===== config.mk =====
export PLATFORM = sky130hd
export DESIGN_NAME = ritc_idelay_loader
export DESIGN_NICKNAME = d
export VERILOG_FILES = /design/src/rtl/ritc_idelay_pkg.sv /design/src/rtl/ritc_rdy_sync.sv /design/src/rtl/ritc_idelay_loader.sv
export SDC_FILE = /design/constraint.sdc
export NUM_CORES = 1
export LEC_CHECK = 0
export CAP_MARGIN = 15
export CORE_MARGIN = 4
export CORE_UTILIZATION = 42
export CTS_CLUSTER_DIAMETER = 120
export CTS_CLUSTER_SIZE = 40
export DETAILED_ROUTE_END_ITERATION = 10
export PLACE_DENSITY = 0.86
export SETUP_SLACK_MARGIN = 0.05
export SLEW_MARGIN = 25
export SYNTH_ARGS = -nofsm -noshare
export SYNTH_HDL_FRONTEND = slang
export SYNTH_SLANG_ARGS = --single-unit

===== constraint.sdc =====
create_clock -name CLK -period 2.75 [get_ports CLK]
set_input_delay 0.55 -clock CLK [delete_from_list [all_inputs] [get_ports CLK]]
set_output_delay 0.55 -clock CLK [all_outputs]
set_load 0.01 [all_outputs]

===== src/rtl/ritc_idelay_pkg.sv =====
// Shared constants, status codes and FSM encoding for the RITC IDELAY loader.
// Address space: 0..47 single tap, 63 broadcast, 48..62 invalid.
package ritc_idelay_pkg;
  localparam int NBANK = 3;
  localparam int NCH   = 16;
  localparam int NTAP  = NBANK * NCH;

  localparam logic [5:0] BROADCAST_ADDR = 6'd63;

  localparam logic [1:0] ERR_NONE    = 2'd0;
  localparam logic [1:0] ERR_ADDR    = 2'd1;
  localparam logic [1:0] ERR_TIMEOUT = 2'd2;
  localparam logic [1:0] ERR_VERIFY  = 2'd3;

  // DONE and ERR are not held as states: their status updates are registered
  // on the exit edge of VERIFY/CHECK/WAIT_RDY, which then returns to IDLE.
  typedef enum logic [2:0] {
    ST_IDLE,
    ST_CHECK,
    ST_WAIT_RDY,
    ST_LOAD,
    ST_SETTLE,
    ST_VERIFY
  } state_t;

  function automatic logic addr_invalid(input logic [5:0] a);
    return (a >= 6'(NTAP)) && (a != BROADCAST_ADDR);
  endfunction
endpackage


===== src/rtl/ritc_rdy_sync.sv =====
// Per-bit two-flop synchroniser for the IDELAYCTRL ready lines.
module ritc_rdy_sync #(
  parameter int W = 1
) (
  input  logic         i_clk,
  input  logic         i_rst,
  input  logic [W-1:0] i_async,
  output logic [W-1:0] o_sync
);
  for (genvar gi = 0; gi < W; gi++) begin : g_bit
    logic [1:0] r_sh;
    always_ff @(posedge i_clk) begin
      if (i_rst) r_sh <= '0;
      else       r_sh <= {r_sh[0], i_async[gi]};
    end
    assign o_sync[gi] = r_sh[1];
  end
endmodule


===== src/rtl/ritc_idelay_loader.sv =====
// Runs the IDELAYE2 load sequence (ready wait, LD pulse, settle, readback verify)
// for one tap or all taps, and reports busy/done/error status.
module ritc_idelay_loader
  import ritc_idelay_pkg::*;
#(
  parameter int SETTLE_CYCLES = 2,
  parameter int RDY_TIMEOUT   = 255
) (
  input  logic                CLK,
  input  logic                RST,
  input  logic [4:0]          delay_i,
  input  logic [5:0]          addr_i,
  input  logic                load_i,
  input  logic [NBANK-1:0]    ready_i,
  output logic [NTAP-1:0]     idelay_ld_o,
  output logic [4:0]          idelay_cntvaluein_o,
  input  logic [5*NTAP-1:0]   idelay_cntvalueout_i,
  output logic                busy_o,
  output logic                done_o,
  output logic                err_o,
  output logic [1:0]          err_code_o
);
  state_t          r_state;
  logic [4:0]      r_delay;
  logic [5:0]      r_addr;
  logic [7:0]      r_cnt;
  logic [NTAP-1:0] r_ld;
  logic            r_load_prev;
  logic            r_arm;
  logic            r_busy, r_done, r_err;
  logic [1:0]      r_code;

  logic [NBANK-1:0] w_rdy_sync;
  logic [3:0]       w_rdy_pad;
  logic [NTAP-1:0]  w_eq;
  logic [63:0]      w_eq_pad;
  logic             w_bcast, w_rdy_ok, w_verify_ok, w_trig;

  ritc_rdy_sync #(.W(NBANK)) u_rdy_sync (
    .i_clk   (CLK),
    .i_rst   (RST),
    .i_async (ready_i),
    .o_sync  (w_rdy_sync)
  );

  for (genvar gi = 0; gi < NTAP; gi++) begin : g_cmp
    assign w_eq[gi] = (idelay_cntvalueout_i[5*gi +: 5] == r_delay);
  end

  assign w_bcast     = (r_addr == BROADCAST_ADDR);
  assign w_rdy_pad   = 4'(w_rdy_sync);
  assign w_eq_pad    = 64'(w_eq);
  assign w_rdy_ok    = w_bcast ? (&w_rdy_sync) : w_rdy_pad[r_addr[5:4]];
  assign w_verify_ok = w_bcast ? (&w_eq) : w_eq_pad[r_addr];
  // r_arm blocks a level already high when reset is released from looking like an edge.
  assign w_trig      = load_i & ~r_load_prev & r_arm;

  always_ff @(posedge CLK) begin
    if (RST) begin
      r_state     <= ST_IDLE;
      r_delay     <= '0;
      r_addr      <= '0;
      r_cnt       <= '0;
      r_ld        <= '0;
      r_load_prev <= 1'b0;
      r_arm       <= 1'b0;
      r_busy      <= 1'b0;
      r_done      <= 1'b0;
      r_err       <= 1'b0;
      r_code      <= ERR_NONE;
    end else begin
      r_load_prev <= load_i;
      r_arm       <= 1'b1;
      r_ld        <= '0;
      case (r_state)
        ST_IDLE: begin
          if (w_trig) begin
            r_delay <= delay_i;
            r_addr  <= addr_i;
            r_done  <= 1'b0;
            r_err   <= 1'b0;
            r_code  <= ERR_NONE;
            r_busy  <= 1'b1;
            r_state <= ST_CHECK;
          end
        end
        ST_CHECK: begin
          r_cnt <= '0;
          if (addr_invalid(r_addr)) begin
            r_err   <= 1'b1;
            r_code  <= ERR_ADDR;
            r_busy  <= 1'b0;
            r_delay <= '0;
            r_state <= ST_IDLE;
          end else begin
            r_state <= ST_WAIT_RDY;
          end
        end
        ST_WAIT_RDY: begin
          if (w_rdy_ok) begin
            r_ld    <= w_bcast ? '1 : (NTAP'(1) << r_addr);
            r_state <= ST_LOAD;
          end else if (r_cnt == 8'(RDY_TIMEOUT - 1)) begin
            r_err   <= 1'b1;
            r_code  <= ERR_TIMEOUT;
            r_busy  <= 1'b0;
            r_delay <= '0;
            r_state <= ST_IDLE;
          end else begin
            r_cnt <= r_cnt + 8'd1;
          end
        end
        ST_LOAD: begin
          r_cnt   <= '0;
          r_state <= ST_SETTLE;
        end
        ST_SETTLE: begin
          if (r_cnt == 8'(SETTLE_CYCLES - 1)) r_state <= ST_VERIFY;
          else                                r_cnt   <= r_cnt + 8'd1;
        end
        ST_VERIFY: begin
          if (w_verify_ok) begin
            r_done <= 1'b1;
          end else begin
            r_err  <= 1'b1;
            r_code <= ERR_VERIFY;
          end
          r_busy  <= 1'b0;
          r_delay <= '0;
          r_state <= ST_IDLE;
        end
        default: r_state <= ST_IDLE;
      endcase
    end
  end

  assign idelay_ld_o         = r_ld;
  assign idelay_cntvaluein_o = r_delay;
  assign busy_o              = r_busy;
  assign done_o              = r_done;
  assign err_o               = r_err;
  assign err_code_o          = r_code;
endmodule

Word level (Yosys, flattened, before mapping)
Cells that the tools add are included.
{"block": "totals", "reg_bits": 83, "latchBits": 0, "ramBits": 0, "romBits": 0, "in_bits": 257, "output_inout_bits": 58, "n_memories": 0}
{"block": "classes", "addsub": 1, "mul": 0, "div_mod_pow": 0, "magnitude_cmp": 3, "eq_ne": 67, "n_shift": 1, "muxes": 42, "bitwise": 5, "reduce_logical": 15}
{"operator": "== test 5 bit", "n": 48}
{"operator": "2-to-1 mux 48 bit", "n": 1}
{"operator": "AND reduction 48 bit", "n": 1}
{"operator": "<< shifter 1 x 6 -> 48 bit (first input constant)", "n": 1}
{"operator": "2-to-1 mux 8 bit", "n": 3}
{"operator": "case mux 8 bit (3 select lines)", "n": 1}
{"operator": "2-to-1 mux 5 bit", "n": 4}
{"operator": "case mux 5 bit (4 select lines)", "n": 1}
{"operator": "inequality test 2 bit (second input constant)", "n": 9}
{"operator": "2-to-1 mux 1 bit", "n": 15}
{"operator": "case mux 3 bit (5 select lines)", "n": 1}
{"operator": "2-to-1 mux 2 bit", "n": 6}
{"operator": "2-to-1 mux 3 bit", "n": 4}
{"operator": "AND reduction 3 bit", "n": 3}
{"operator": "adder 8 x 1 -> 8 bit (second input constant)", "n": 1}
{"operator": "== test 8 x 1 -> 1 bit (second input constant)", "n": 1}
{"operator": "== test 8 bit (second input constant)", "n": 1}
{"operator": "case mux 1 bit (4 select lines)", "n": 2}
{"operator": "case mux 2 bit (4 select lines)", "n": 1}
{"operator": "< comparator 6 x 7 -> 1 bit (second input constant)", "n": 1}
{"operator": "binary-select mux 1 bit (select 6 bit)", "n": 1}
{"operator": "== test 3 x 2 -> 1 bit (second input constant)", "n": 2}
{"operator": "== test 3 bit (second input constant)", "n": 2}
{"operator": "== test 6 bit (second input constant)", "n": 1}
{"operator": "other kinds (20)", "n": 23}

Depth between registers and ports, before layout
Gate-level depths: netlist of the first run.
{"block": "depth", "depth_word": 6, "mapped_depth": 12}

By module
Synthesis of the first run repeated with hierarchy kept, for this count alone.
{"block": "hier_totals", "cells_unflattened": 848, "hier_area_um2": 6671.4}
{"module": "ritc_idelay_loader", "instances": 1, "cells_per_inst": 833, "area_each_um2": 6491.2, "seq_area_each_um2": 1541.5}
{"module": "ritc_rdy_sync", "instances": 1, "cells_per_inst": 15, "area_each_um2": 180.2, "seq_area_each_um2": 120.1}

Worst setup path before layout of the first run
Ideal clock, no wire load.
{"block": "synth_path", "path_kind": "register -> register", "from": "reg r_delay[3], in the netlist idelay_cntvaluein_o[3]", "to": "reg r_code[1], in the netlist err_code_o[1]", "arrival_ns": 2.245, "slack_ns": 0.383, "stages_incl_launch_ff": 13, "period_less_slack_ns": 2.367, "path_cell_list": "dfxtp_1 > buf_4 > buf_6 > buf_6 > xnor2_1 > nand2_1 > nor4_1 > nand2_1 > nor4_1 > and3_1 > o211a_1 > nor2_2 > mux2_4"}
{"block": "synth_between", "elab_chain_cells": 6}
{"element": "from (decl)", "line": "ritc_idelay_loader.sv:24", "rtl": "logic [4:0] r_delay;"}
{"element": "from (signal assigned)", "line": "ritc_idelay_loader.sv:78", "rtl": "r_delay <= delay_i;"}
{"element": "== test 5 bit", "line": "ritc_idelay_loader.sv:47", "rtl": "assign w_eq[gi] = (idelay_cntvalueout_i[5*gi +: 5] == r_delay);"}
{"element": "binary-select mux 1 bit (select 6 bit)", "line": "ritc_idelay_loader.sv:54", "rtl": "assign w_verify_ok = w_bcast ? (&w_eq) : w_eq_pad[r_addr];"}
{"element": "2-to-1 mux 1 bit (not written as such)", "line": "ritc_idelay_loader.sv:54"}
{"element": "2-to-1 mux 1 bit (*)", "line": "ritc_idelay_loader.sv:54"}
{"element": "inequality test 2 bit (no source line) (*)"}
{"element": "AND reduction 6 bit (no source line) (*)"}
{"element": "to (signal assigned)", "line": "ritc_idelay_loader.sv:70", "rtl": "r_code <= ERR_NONE;"}
{"element": "to (signal assigned)", "line": "ritc_idelay_loader.sv:82", "rtl": "r_code <= ERR_NONE;"}
{"element": "to (signal assigned)", "line": "ritc_idelay_loader.sv:91", "rtl": "r_code <= ERR_ADDR;"}
{"element": "to (decl)", "line": "ritc_idelay_loader.sv:31", "rtl": "logic [1:0] r_code;"}
Every way passes the cells marked *; elsewhere a longest branch is shown, timed or not. The select of a mux whose other input is x is not followed.
A chain may end at the register's enable or synchronous reset.

Worst setup path after layout of the first run
{"block": "layout_path", "from": "in idelay_cntvalueout_i[137]", "to": "reg r_code[1], in the netlist err_code_o[1]"}
{"block": "layout_between", "elab_chain_cells": 6}
{"element": "from (decl)", "line": "ritc_idelay_loader.sv:17", "rtl": "input logic [5*NTAP-1:0] idelay_cntvalueout_i,"}
{"element": "== test 5 bit (*)", "line": "ritc_idelay_loader.sv:47"}
{"element": "binary-select mux 1 bit (select 6 bit)", "line": "ritc_idelay_loader.sv:54"}
{"element": "2-to-1 mux 1 bit (not written as such)", "line": "ritc_idelay_loader.sv:54"}
{"element": "2-to-1 mux 1 bit (*)", "line": "ritc_idelay_loader.sv:54"}
{"element": "inequality test 2 bit (no source line) (*)"}
{"element": "AND reduction 6 bit (no source line) (*)"}
Marked as above.

==> results of run 1 <==
-- cells in the mapped netlist (3+ instances only) --
master / instances
a21oi_1: 37
nand2b_1: 3
nand3_1: 71
inv_1: 9
buf_4: 15
nor3_1: 45
nand2_1: 71
o21ai_0: 12
o41ai_1: 3
nor4_1: 16
ha_1: 3
buf_6: 10
xor2_1: 50
o22ai_1: 3
nor2b_1: 16
buf_2: 7
nor2_1: 77
nand4_1: 13
dfxtp_1: 83
xnor2_1: 199
clkbuf_1: 18
and3_1: 7
buf_1: 3
a22oi_1: 8
-- area by class of cell --
class	count	area, um^2
clock buffers	9	225
clock inverters	6	90.1
repair buffers	401	3930
diodes	2	5.00
inverters	9	37.5
well taps	188	235
multi-input cells	675	4590
flip-flops and latches	83	1670
fillers	1129	4350
-- sequential cells by signal (all words and copies together), names as in the netlist --
signal,flops
idelay_ld_o,48
r_cnt,8
r_addr,6
u_rdy_sync.g_bit.r_sh,6
idelay_cntvaluein_o,5
r_state,3
err_code_o,2
busy_o,1
done_o,1
err_o,1
r_arm,1
r_load_prev,1
-- final timing paths --
| path | startpoint | end | slack [ns] |
|---|---|---|---|
| min reg2reg | u_rdy_sync.g_bit[0].r_sh[0] | u_rdy_sync.g_bit[0].r_sh[1] | 0.45 |
| max reg2reg | idelay_cntvaluein_o[1] | err_code_o[1] | 0.13 |
| min | u_rdy_sync.g_bit[0].r_sh[0] | u_rdy_sync.g_bit[0].r_sh[1] | 0.45 |
| max | idelay_cntvalueout_i[137] | err_code_o[1] | 0.13 |
-- per-layer routing --
| metal | routed length (um) | track usage [%] | vias to the layer above |
|---|---|---|---|
| met3 | 2510 | 7.90 | 68 |
| met2 | 12300 | 46.5 | 394 |
| met5 | 0 | 0 | - |
| li1 | - | - | 3468 |
| met1 | 10100 | 33.7 | 3307 |
| met4 | 858 | 10.3 | 0 |
-- repair_timing --
| action | 4_1_cts | 5_1_grt |
|---|---|---|
| cloned | 0 | 1 |
| resized for setup | 9 | 29 |
| pin swaps | 0 | 5 |
| buffers inserted | 0 | 8 |
| endpoints found under the setup margin | 2 | 35 |
-- through the flow --
step	instance area (um^2)	hold slack [ns]	cells	worst slack (ns)
floorplan	6480	0.414	822	0.383
global placement	10200	0.417	1347	-0.396
detailed placement	10200	0.443	1347	-0.436
CTS	10500	0.454	1362	0.0531
global route	10800	0.470	1373	-0.0559
finish	10800	0.451	1373	0.125
-- placed cells by master (no fill, tap or decap), types with 8 or more instances in the layout --
| master | Yosys | routed |
|---|---|---|
| a22oi_1 | 8 | 8 |
| dfxtp_1 | 83 | 77 |
| xnor2_1 | 199 | 196 |
| xor2_1 | 50 | 49 |
| nor3_1 | 45 | 37 |
| nor4_1 | 16 | 10 |
| clkbuf_16 | 0 | 10 |
| buf_12 | 1 | 8 |
| nand4_1 | 13 | 13 |
| buf_4 | 15 | 74 |
| o21ai_0 | 12 | 12 |
| clkdlybuf4s50_1 | 0 | 314 |
| nand3_1 | 71 | 69 |
| nor2_1 | 77 | 77 |
| nand2_1 | 71 | 69 |
| a21oi_1 | 37 | 37 |
| inv_1 | 9 | 8 |
| nor2b_1 | 16 | 16 |
-- power by group through the flow --
stage               Combinational [uW]  Clock (uW)  Sequential, uW
finish                            1310        1270            1270
global route                      1400        1340            1280
CTS                               1260        1280            1270
detailed placement                1240           0            1300
global placement                  1220           0            1300
floorplan                          634           0            1280
-- cell families (layout without fill, tap and decap cells) --
group | after synthesis | in the layout
buffers and inverters | 64 | 425
adder cells (fa/ha/maj) | 3 | 3
other | 0 | 2
XOR/XNOR | 250 | 250
AO/OA/AOI/OAI | 83 | 83
AND/OR/NAND/NOR | 335 | 335
multiplexers | 4 | 4
flip-flops | 83 | 83
==> qor.txt, run 1 <==
Initial Util - 42.8%
Sw Ratio - 28.0%
Post-route setup TNS - 0 ns
Slew HR - 39.3%
Main synth FF type - dfxtp_1
Worst hold path class - flop to flop
Max IR drop VDD - 383 uV
Syn_area_per_cell - 7.89 um^2
Pwr Total - 3850 uW
WL final - 25800 um
Synth Area in Adders - 0.579%
Fmax - 381 MHz
Via count - 7237
P&R area growth vs syn - 66.5%
Synth Area in Compound Gates - 8.03%
Startpoint types - primary input
Core box area - 0.0151 mm^2
Synthesized area - 0.00648 mm^2
Antenna Nets Post-Route - 0
Number of global-route vias before repair - 7138
Grt ovf - 0
Setup-failing EPs final - 0
Core Util, Final - 71.3%
MaxCap Viol Count - 0
R2R cell count - 10
Slowest library cell on the worst path - clkdlybuf4s50_1
WL/cell - 18.8 um
CTS buffer count - 9
First DRT Iteration DRCs - 571
Final Skew - 0.00553 ns
Seq/Total Area, Yosys - 25.6%
H-tree Lvls - 3
Max-slew violation count - 0
Crit path DAT - 2.86 ns
Drt pass-1 iters - 5
PD cells - 357 mW/mm^2
Initial antenna violation count - 2
Largest fanout on the critical path - 3
Critical-path cell list - clkdlybuf4s50_1 > xnor2_1 > nand3_1 > nor3_1 > buf_4 > mux2i_1 > o2111ai_1 > and4_1 > o211a_1 > nor2_2 > mux2_4
Unique cell type count in the Yosys netlist - 55
EDFF count, synth - 0
Ports - 315
Share of the synthesized area in the top cell type - 26.9%
Crit Path Class - primary input to flop
I/O Buffers - 314
Clock insertion delay at the later pin of the skew report - 0.34 ns
Worst Setup End Kind - flop
Buf+Inv Stages, Crit Path - 2
Status - finished clean
Nets - 1439
Post-synthesis net count - 1082
Sw Pwr - 1080 uW
GRT Total Usage - 27.7%
Final period utilization - 95.5%
DRC errors left - 0
Comb power frac - 34.0%
DP Wirelength - 20700 um
# rows - 45
Vias per cell - 5.27
Synth top area cells - xnor2_1, dfxtp_1, xor2_1
#FFs+latches synth - 83
Cell class contributing the biggest share of worst-path delay - simple AND/OR/NAND/NOR gates
Final hold violations - 0
Post-synth top area cell - xnor2_1
Layout cells sized above 1 - 12.2%
Clock power frac - 32.9%
Min cycle time layout - 2.62 ns
CTS tree - built
Synthesis Warnings - 0
Routability cong. - 1.01
Pint - 2770 uW
Main combinational cell family by area after synthesis - XOR/XNOR gates
Sink Count - 83
Simple-gate share of the synthesized area - 24.7%
Xor-xnor portion of the synthesized cell area - 33.9%
Leakage - 0.00375 uW
Die area - 0.0175 mm^2
Post-synthesis mux area share - 0.888%
Slew of the pin with the lowest slew margin - 0.902 ns
Sequential share of power - 33.1%
Die width - 132 um
Root Driver - clkbuf_16
Worst EP required - 2.98 ns
Hold path depth - 1
Mapped Cells - 822
First-pass GRT wire length - 38600 um
Die Span Y - 132 um
Worst path depth - 11
Asr flop ratio synth - 0%
Crit path largest cell delay - 0.47 ns
Clock transition at path regs - 0.06 ns
Post-CTS Hold Fix Bufs - 0
Pin count of the biggest net entering global routing - 30
CTS max path bufs - 2
Power figures use the tool's default switching activity.
==> run 2: changes to the inputs <==
--- a/config.mk
+++ b/config.mk
@@ -9,7 +9,7 @@
 export CORE_MARGIN = 4
 export CORE_UTILIZATION = 42
 export CTS_CLUSTER_DIAMETER = 120
-export CTS_CLUSTER_SIZE = 40
+export CTS_CLUSTER_SIZE = 25
 export DETAILED_ROUTE_END_ITERATION = 10
 export PLACE_DENSITY = 0.86
 export SETUP_SLACK_MARGIN = 0.05
==> constraint.sdc (replaced) <==
create_clock -name CLK -period 2.75 [get_ports CLK]
set_input_delay 0.275 -clock CLK [delete_from_list [all_inputs] [get_ports CLK]]
set_output_delay 0.275 -clock CLK [all_outputs]
set_load 0.01 [all_outputs]
==> run 2 against run 1 <==
Die area did not move. Design area fell by 2.2%. Non-clock buffer count fell by 26. Core utilization fell by 1.6 points. Clock-buffer cell count rose by 1. First-iteration DRC count rose by 6.8%. Register-to-register slack got worse by 0.05 ns. Highest routed layer unchanged. Via count barely moved. Largest power group is now registers.
==> qor.txt, run 2 (synthesized netlist as in run 1, its figures left out) <==
Status - finished clean
Core box area - 0.0151 mm^2
Startpoint types - flop
Worst path depth - 10
Vias per cell - 5.36
PD cells - 355 mW/mm^2
DRC errors left - 0
DP Wirelength - 20600 um
Final Cell Area - 0.0106 mm^2
Crit Path Class - flop to flop
Critical-path cell list - buf_4 > xnor2_1 > nand3_1 > nor3_1 > nand4_1 > nor4_2 > and3_1 > o211a_1 > nor2_2 > mux2_4
Slew of the pin with the lowest slew margin - 0.971 ns
Routability cong. - 0.967
Worst hold path class - flop to flop
Worst r2r dst - err_code_o[1]
Hold path depth - 1
Leakage - 0.00360 uW
Reg2reg start - idelay_cntvaluein_o[2]
Via count - 7234
Drt pass-1 iters - 6
# rows - 45
Initial Util - 42.8%
R2R cell count - 10
Setup-failing EPs final - 0
CTS buffer count - 9
Worst EP required - 2.97 ns
Post-CTS Hold Fix Bufs - 0
Nets - 1413
Hold path endpoint - u_rdy_sync.g_bit[0].r_sh[1]
MaxCap Viol Count - 0
Clock insertion delay at the later pin of the skew report - 0.33 ns
GRT Total Usage - 27.8%
Filler Cell Count - 1221
First-pass GRT wire length - 38800 um
Worst R2R Setup Slack - 0.07 ns
Layout cells sized above 1 - 9.76%
I/O Buffers - 314
Clock transition at path regs - 0.06 ns
Final hold slack - 0.443 ns
Dpl cell area - 0.0100 mm^2
WL final - 25900 um
H-tree Lvls - 3
Crit path DAT - 2.90 ns
Antenna Nets Post-Route - 0
Buf+Inv Stages, Crit Path - 1
Max IR drop VDD - 342 uV
Pin count of the biggest net entering global routing - 28
Die Span Y - 132 um
Largest fanout on the critical path - 10
Slowest library cell on the worst path - nor3_1
CTS tree - built
Min cycle time layout - 2.68 ns
Grt ovf - 0
Largest register FFs - 48
CTS max path bufs - 2
Core Util, Final - 69.7%
Hold Path Origin - u_rdy_sync.g_bit[0].r_sh[0]
WL/cell - 19.2 um
Die area - 0.0175 mm^2
Pwr Total - 3740 uW
First DRT Iteration DRCs - 610
Initial antenna violation count - 3
Crit path largest cell delay - 0.45 ns
Root Driver - clkbuf_16
Sink Count - 83
Unrepaired setup endpoints after global routing - true
Ports - 315
Commonest cells after routing, fill and taps aside - clkdlybuf4s50_1, xnor2_1, dfxtp_1
Most common cell after layout, fill and taps aside - clkdlybuf4s50_1
Fmax - 373 MHz
Final hold violations - 0
Final Skew - 0.00605 ns
Max-slew violation count - 0
P&R area growth vs syn - 62.8%
Cell class contributing the biggest share of worst-path delay - simple AND/OR/NAND/NOR gates
Worst Setup End Kind - flop
Number of global-route vias before repair - 7201
Final period utilization - 97.4%
Die width - 132 um
Post-route setup TNS - 0 ns
Slew HR - 34.6%
run 2: changes by cell type in the layout (fill, tap and decap cells not counted), sizes merged:
cell | previous run | this run
clkinvlp | 2 | 1
clkinv | 2 | 4
clkbuf | 10 | 12
diode | 2 | 3
bufinv | 2 | 1
buf | 86 | 59
run 2: through the flow:
stage          setup slack, ns  instances
2_1_floorplan            0.383        822
3_3_place_gp           -0.0374       1325
3_5_place_dp            -0.116       1325
4_1_cts                 0.0581       1341
5_1_grt                -0.0798       1349
6_report                0.0717       1349
run 2: timing repair:
item / 4_1_cts / 5_1_grt
buffers inserted: 0 / 3
gates resized for setup: 5 / 26
cloned: 0 / 2
pin swaps: 0 / 5
endpoints found under the setup margin: 2 / 36
run 2: metal layers:
layer  up-vias  track usage, %  part of all wire, %
met5         -               0                    0
met4         0            6.41                  2.0
met3        48            8.02                  8.8
met2       356            49.1                   49
met1      3420            33.5                   40
li1       3410               -                    -
run 2: worst max-delay path by stage:
stage	slack (ns)	from	to
3_5_place_dp	-0.12	idelay_cntvalueout_i[151]	err_code_o[1]
2_1_floorplan	0.38	idelay_cntvaluein_o[3]	err_code_o[1]
5_1_grt	-0.08	r_addr[0]	idelay_ld_o[40]
4_1_cts	0.06	idelay_cntvaluein_o[3]	err_code_o[1]
3_3_place_gp	-0.04	idelay_cntvalueout_i[151]	err_code_o[1]
6_report	0.07	idelay_cntvaluein_o[2]	err_code_o[1]
run 2: power by group:
group          switching, uW  total, uW  internal (uW)
registers               42.3       1270           1230
clock network            480       1210            728
logic                    546       1270            719
run 2: cell type report:
class	instances	area (um^2)	area share (%)
Antenna cell	3	7.51	0.0711
Clock buffer	10	239	2.26
Clock inverter	6	65.1	0.617
Inverter	9	33.8	0.320
Multi-Input combinational cell	675	4540	43.1
Sequential cell	83	1680	15.9
Tap cell	188	235	2.23
Timing Repair Buffer	375	3750	35.6
==> variant 1: new RTL, flow settings as in run 2 <==
Encoding of `state_t`: now one-hot (6 bits for 6 states).
--- a/src/rtl/ritc_idelay_pkg.sv
+++ b/src/rtl/ritc_idelay_pkg.sv
@@ -15,11 +15,11 @@
   // DONE and ERR are not held as states: their status updates are registered
   // on the exit edge of VERIFY/CHECK/WAIT_RDY, which then returns to IDLE.
-  typedef enum logic [2:0] {
-    ST_IDLE,
-    ST_CHECK,
-    ST_WAIT_RDY,
-    ST_LOAD,
-    ST_SETTLE,
-    ST_VERIFY
+  typedef enum logic [5:0] {
+    ST_IDLE     = 6'b000001,
+    ST_CHECK    = 6'b000010,
+    ST_WAIT_RDY = 6'b000100,
+    ST_LOAD     = 6'b001000,
+    ST_SETTLE   = 6'b010000,
+    ST_VERIFY   = 6'b100000
   } state_t;
 
Behaviour: same outputs for any inputs over 10 cycles, from zero or initial values and one cycle with RST high; not proved beyond that.
==> variant 1 against run 2 <==
- critical path depth is 1 lower
- routed wire length is 14% higher
- final area is 6.0% higher
- critical path type unchanged
- clock skew increased by 3.3 ps
- hold slack got worse by 5.1 ps
- worst setup slack better by 32 ps
- non-clock buffer count up 16
- sequential cell count increased by 3
- die area up 8.4%
- synthesized cell count up 8.9%
- synthesized area is 9.0% higher
- highest routed layer unchanged
Power is not compared: it rests on default switching activity, and its combinational part moved more than twofold at a synthesized area within 25%.
==> variant 1: results (changes against run 2) <==
[logic_synthesis]
syn_avg_cell_area_um2=7.892  ; was 7.886 µm²
yosysSeqAreaShare=0.2438  ; was 0.2563
synthXorXnorAreaFrac=0.3125  ; was 0.3389
yosys-top-cells-count=xnor2_1, dfxtp_1, xor2_1  ; was xnor2_1, dfxtp_1, nor2_1
synthTopCellsByArea=dfxtp_1, xnor2_1, xor2_1  ; was xnor2_1, dfxtp_1, xor2_1
muxShareOfSynthArea=0.01771  ; was 0.008879
syn-num-nets=1155  ; was 1082
synth_adder_area_share=0.005314  ; was 0.005790
synth_compound_area_frac=0.09584  ; was 0.08029
ys_types=60  ; was 55

[global_routing]
antenna_found_initial=0  ; was 3
grt_start_max_net_pins=33  ; was 28
grt_pass1_wl_mm=42.63  ; was 38.85 mm
grt_usage=0.2946  ; was 0.2780
grt_pass1_vias=7981  ; was 7201

[clock_network]
clock_latency_ps=360  ; was 330 ps
cts.clk_slew.worst_paths_ps=70

[routing]
drt-total-wl_mm=29.41  ; was 25.91 mm
drtPass1Iterations=7  ; was 6
via_per_inst=5.444  ; was 5.362
drtIter0Drc=711  ; was 610

[critical_path]
critPathMaxStageDelay_ps=550  ; was 450 ps
slowest_stage=or4_1  ; was nor3_1
r2r_cells=9  ; was 10
timing.rr.end=err_code_o[0]  ; was err_code_o[1]
worstPathMaxFanout=9  ; was 10
cp-startpoint=idelay_cntvaluein_o[4]  ; was idelay_cntvaluein_o[2]
r2r_slack_ps=100  ; was 70 ps

[cells_and_area]
largest_reg_flops=48  ; unchanged
diodes=0  ; was 3
layout.nets=1493  ; was 1413
drive_gt1_frac=0.1018  ; was 0.09758
finalNonFillerCells=1458  ; was 1349
fillers=1327  ; was 1221

[placement]
place_congestion=1.004  ; was 0.9668
dp.final_hpwl_mm=23.52  ; was 20.65 mm
dp.cells=1433  ; was 1325
place_area_um2=10680  ; was 10020 µm²

[run_status]
outcome=finished, final reports clean  ; unchanged

[sta]
worst_slew_pin_slew_ps=581.7  ; was 971.0 ps
skew_ps=9.358  ; was 6.053 ps

==> variant 1: changes by cell type after synthesis, moves of 6 or more <==
cell	delta
buf_4	-7
buf_6	+9
nand2_1	+6
nor2_1	-11
clkbuf_1	+11
a21oi_1	+9
xnor2_1	-30
mux2i_1	+6
xor2_1	+33
==> variant 1: how the worst min path moves through the flow <==
stage,from,endpoint,slack (ps),depth (start not counted)
CTS,u_rdy_sync.g_bit[1].r_sh[0],u_rdy_sync.g_bit[1].r_sh[1],440,1
finish,u_rdy_sync.g_bit[1].r_sh[0],u_rdy_sync.g_bit[1].r_sh[1],440,1
global route,u_rdy_sync.g_bit[1].r_sh[0],u_rdy_sync.g_bit[1].r_sh[1],460,1
floorplan,load_i,r_load_prev,400,1
global placement,u_rdy_sync.g_bit[1].r_sh[0],u_rdy_sync.g_bit[1].r_sh[1],430,1
detailed placement,u_rdy_sync.g_bit[1].r_sh[0],u_rdy_sync.g_bit[1].r_sh[1],420,1
==> variant 1: logic make-up after synthesis <==
group / count (synthesis)
XOR/XNOR: 252
flip-flops: 86
AO/OA/AOI/OAI: 107
adder cells (fa/ha/maj): 3
multiplexers: 10
AND/OR/NAND/NOR: 358
buffers and inverters: 79
==> variant 1: timing repair <==
action                                  4_1_cts  5_1_grt
pin swaps                                     0        4
gates resized for setup                       1       21
endpoints found under the setup margin        3        5
cloned                                        0        1
setup buffers                                 5        3
hold buffers                                  0        0
==> variant 1: cell type report <==
type	count	area share
sequential	86	0.1557
clock inverter	7	0.006155
inverter	15	0.005036
clock buffer	9	0.02014
tap	220	0.02462
multi-input combinational	730	0.4433
timing repair buffer	391	0.3451
==> variant 1: worst max-delay path, delay by kind of cell (launching register included) <==
| kind | cells | cell delay (ps) |
|---|---|---|
| buffers and inverters | 1 | 220 |
| XOR/XNOR | 1 | 140 |
| AND/OR/NAND/NOR | 5 | 1510 |
| AO/OA/AOI/OAI | 2 | 250 |
| flip-flops | 1 | 410 |
==> variant 1: metal layers <==
| layer | vias to the layer above | GRT usage | wire length [µm] | part of all wire |
|---|---|---|---|---|
| met5 | - | 0 | 0 | 0 |
| met4 | 0 | 0.1031 | 986 | 0.034 |
| met3 | 71 | 0.07816 | 3055 | 0.10 |
| met2 | 452 | 0.5203 | 14410 | 0.49 |
| met1 | 3684 | 0.3419 | 10960 | 0.37 |
| li1 | 3731 | - | - | - |
==> variant 1: stage by stage <==
step                hold slack, ps  setup slack, ps  utilization
floorplan                    403.2            324.1            -
global placement             425.4           -18.65       0.6462
detailed placement           422.0           -46.37       0.6462
CTS                          437.3            50.36       0.6673
global route                 458.6            31.52       0.6766
finish                       437.8            103.5       0.6766
==> variant 2: new RTL, flow settings as in run 2 <==
Without the edit above. Change the package constant `NCH` from 16 to 18.
--- a/src/rtl/ritc_idelay_pkg.sv
+++ b/src/rtl/ritc_idelay_pkg.sv
@@ -3,5 +3,5 @@
 package ritc_idelay_pkg;
   localparam int NBANK = 3;
-  localparam int NCH   = 16;
+  localparam int NCH   = 18;
   localparam int NTAP  = NBANK * NCH;
 
Interface: changed (resized idelay_cntvalueout_i and idelay_ld_o); port bits go from 315 to 351. No check against the original RTL was run, so the function may have changed too.
==> variant 2 against run 2 <==
- the run now ends with negative setup slack left
- sequential cell count increased by 6
- fmax fell by 5.9%
- final area rose by 19%
- largest cell class unchanged
- synthesized area is 14% higher
- clock skew is 1.6 ps higher
- critical endpoint is now err_o
- die area is 13% higher
- routed wire length is 25% higher
- worst setup slack got worse by 170 ps
- hold slack barely moved
Power is not compared: it rests on default switching activity, and its combinational part moved more than twofold at a synthesized area within 25%.
==> variant 2: results (changes against run 2) <==
[cells_and_area]
fillers=1234  ; was 1221
nNonClkInverters=10  ; was 9
buffers=462  ; was 375
sh_seq_area=0.1441  ; was 0.1588
clockBufferCount=11  ; was 10
largest_reg_flops=54  ; was 48
comb.multi_input.count=764  ; was 675
clock_cell_area_share=0.02331  ; was 0.02882

[floorplanning]
dieWidth_um=140.5  ; was 132.2 µm

[sta]
finalSetupTns_ps=-247.6  ; was 0 ps
hold_ws_ps=442.6  ; was 442.8 ps
worst_slew_pin_slew_ps=938.7  ; was 971.0 ps
setup_viol=3  ; was 0
worst_slack_ps=-97.38  ; was 71.66 ps

[logic_synthesis]
ys_types=63  ; was 55
syn-num-nets=1222  ; was 1082
synthTopCellsByArea=dfxtp_1, xnor2_1, xor2_1  ; was xnor2_1, dfxtp_1, xor2_1
yosys-top-cells-count=xnor2_1, xor2_1, dfxtp_1  ; was xnor2_1, dfxtp_1, nor2_1
yosysSeqAreaShare=0.2418  ; was 0.2563

[run_status]
violations=negative setup slack
outcome=finished, violations left  ; was finished, final reports clean

[routing]
dr_wl_met2_mm=16.19  ; was 12.75 mm
wl_met1_mm=12.07  ; was 10.34 mm
vias=8493  ; was 7234
met3_wirelength_mm=3.025  ; was 2.289 mm
drtIter0Drc=736  ; was 610
drtPass1Iterations=5  ; was 6

[global_routing]
grt_start_max_net_pins=30  ; was 28
grt_pass1_wl_mm=46.55  ; was 38.85 mm
grt_usage=0.3012  ; was 0.2780
gr-usage-met3=0.08057  ; was 0.08015
globalRouteMet2Util=0.5537  ; was 0.4906
use_met1=0.3457  ; was 0.3351

[clock_network]
ctsResizeCount=20  ; was 5
postCtsSetupBuffers=15  ; was 0

[critical_path]
crit_arrival_ps=3090  ; was 2900 ps
critPathMaxStageDelay_ps=360  ; was 450 ps
worstPathMaxFanout=13  ; was 10

[placement]
dp.final_hpwl_mm=25.22  ; was 20.65 mm
place_congestion=0.9144  ; was 0.9668

## variant 2: critical path: cells and delay by family, from the launching register on
kind / cells / cell delay [ps]
AO/OA/AOI/OAI: 4 / 780
XOR/XNOR: 1 / 260
buffers and inverters: 4 / 630
flip-flops: 1 / 360
AND/OR/NAND/NOR: 4 / 690
## variant 2: logic make-up (layout without fill, tap and decap cells)
group / Yosys count / after routing / synth area share
other: 0 / 1 / 0
xor gates and xnor gates: 278 / 278 / 0.3334
adders and majority gates: 3 / 3 / 0.005094
muxes: 11 / 11 / 0.01494
buffers and inverters: 79 / 488 / 0.06299
DFF: 89 / 89 / 0.2418
AOI/OAI and AO/OA: 95 / 95 / 0.08285
and+or+nand+nor: 377 / 377 / 0.2589
## variant 2: through the flow
stage          setup slack (ps)  cells  power (mW)  utilization  instance area, µm²
3_3_place_gp             -442.4   1531       5.288       0.6739               11620
6_report                 -97.38   1567       7.009       0.7257               12510
4_1_cts                  -27.09   1563       6.751       0.7078               12200
5_1_grt                  -239.2   1567       7.354       0.7257               12510
3_5_place_dp             -507.4   1531       5.371       0.6739               11620
2_1_floorplan             282.9    932       3.819            -                7370
## variant 2: final timing paths
kind,from,to,cells after the start
max,idelay_cntvaluein_o[1],err_o,13
min,u_rdy_sync.g_bit[1].r_sh[0],u_rdy_sync.g_bit[1].r_sh[1],1
max reg2reg,idelay_cntvaluein_o[1],err_o,13
min reg2reg,u_rdy_sync.g_bit[1].r_sh[0],u_rdy_sync.g_bit[1].r_sh[1],1
## variant 2: where the power goes
group	total (mW)	internal (mW)	leakage, nW	switching (mW)
clock network	1.18	0.670	0.137	0.509
registers	1.49	1.38	0.726	0.112
logic	4.34	2.12	3.72	2.22
total	7.01	4.17	4.58	2.84
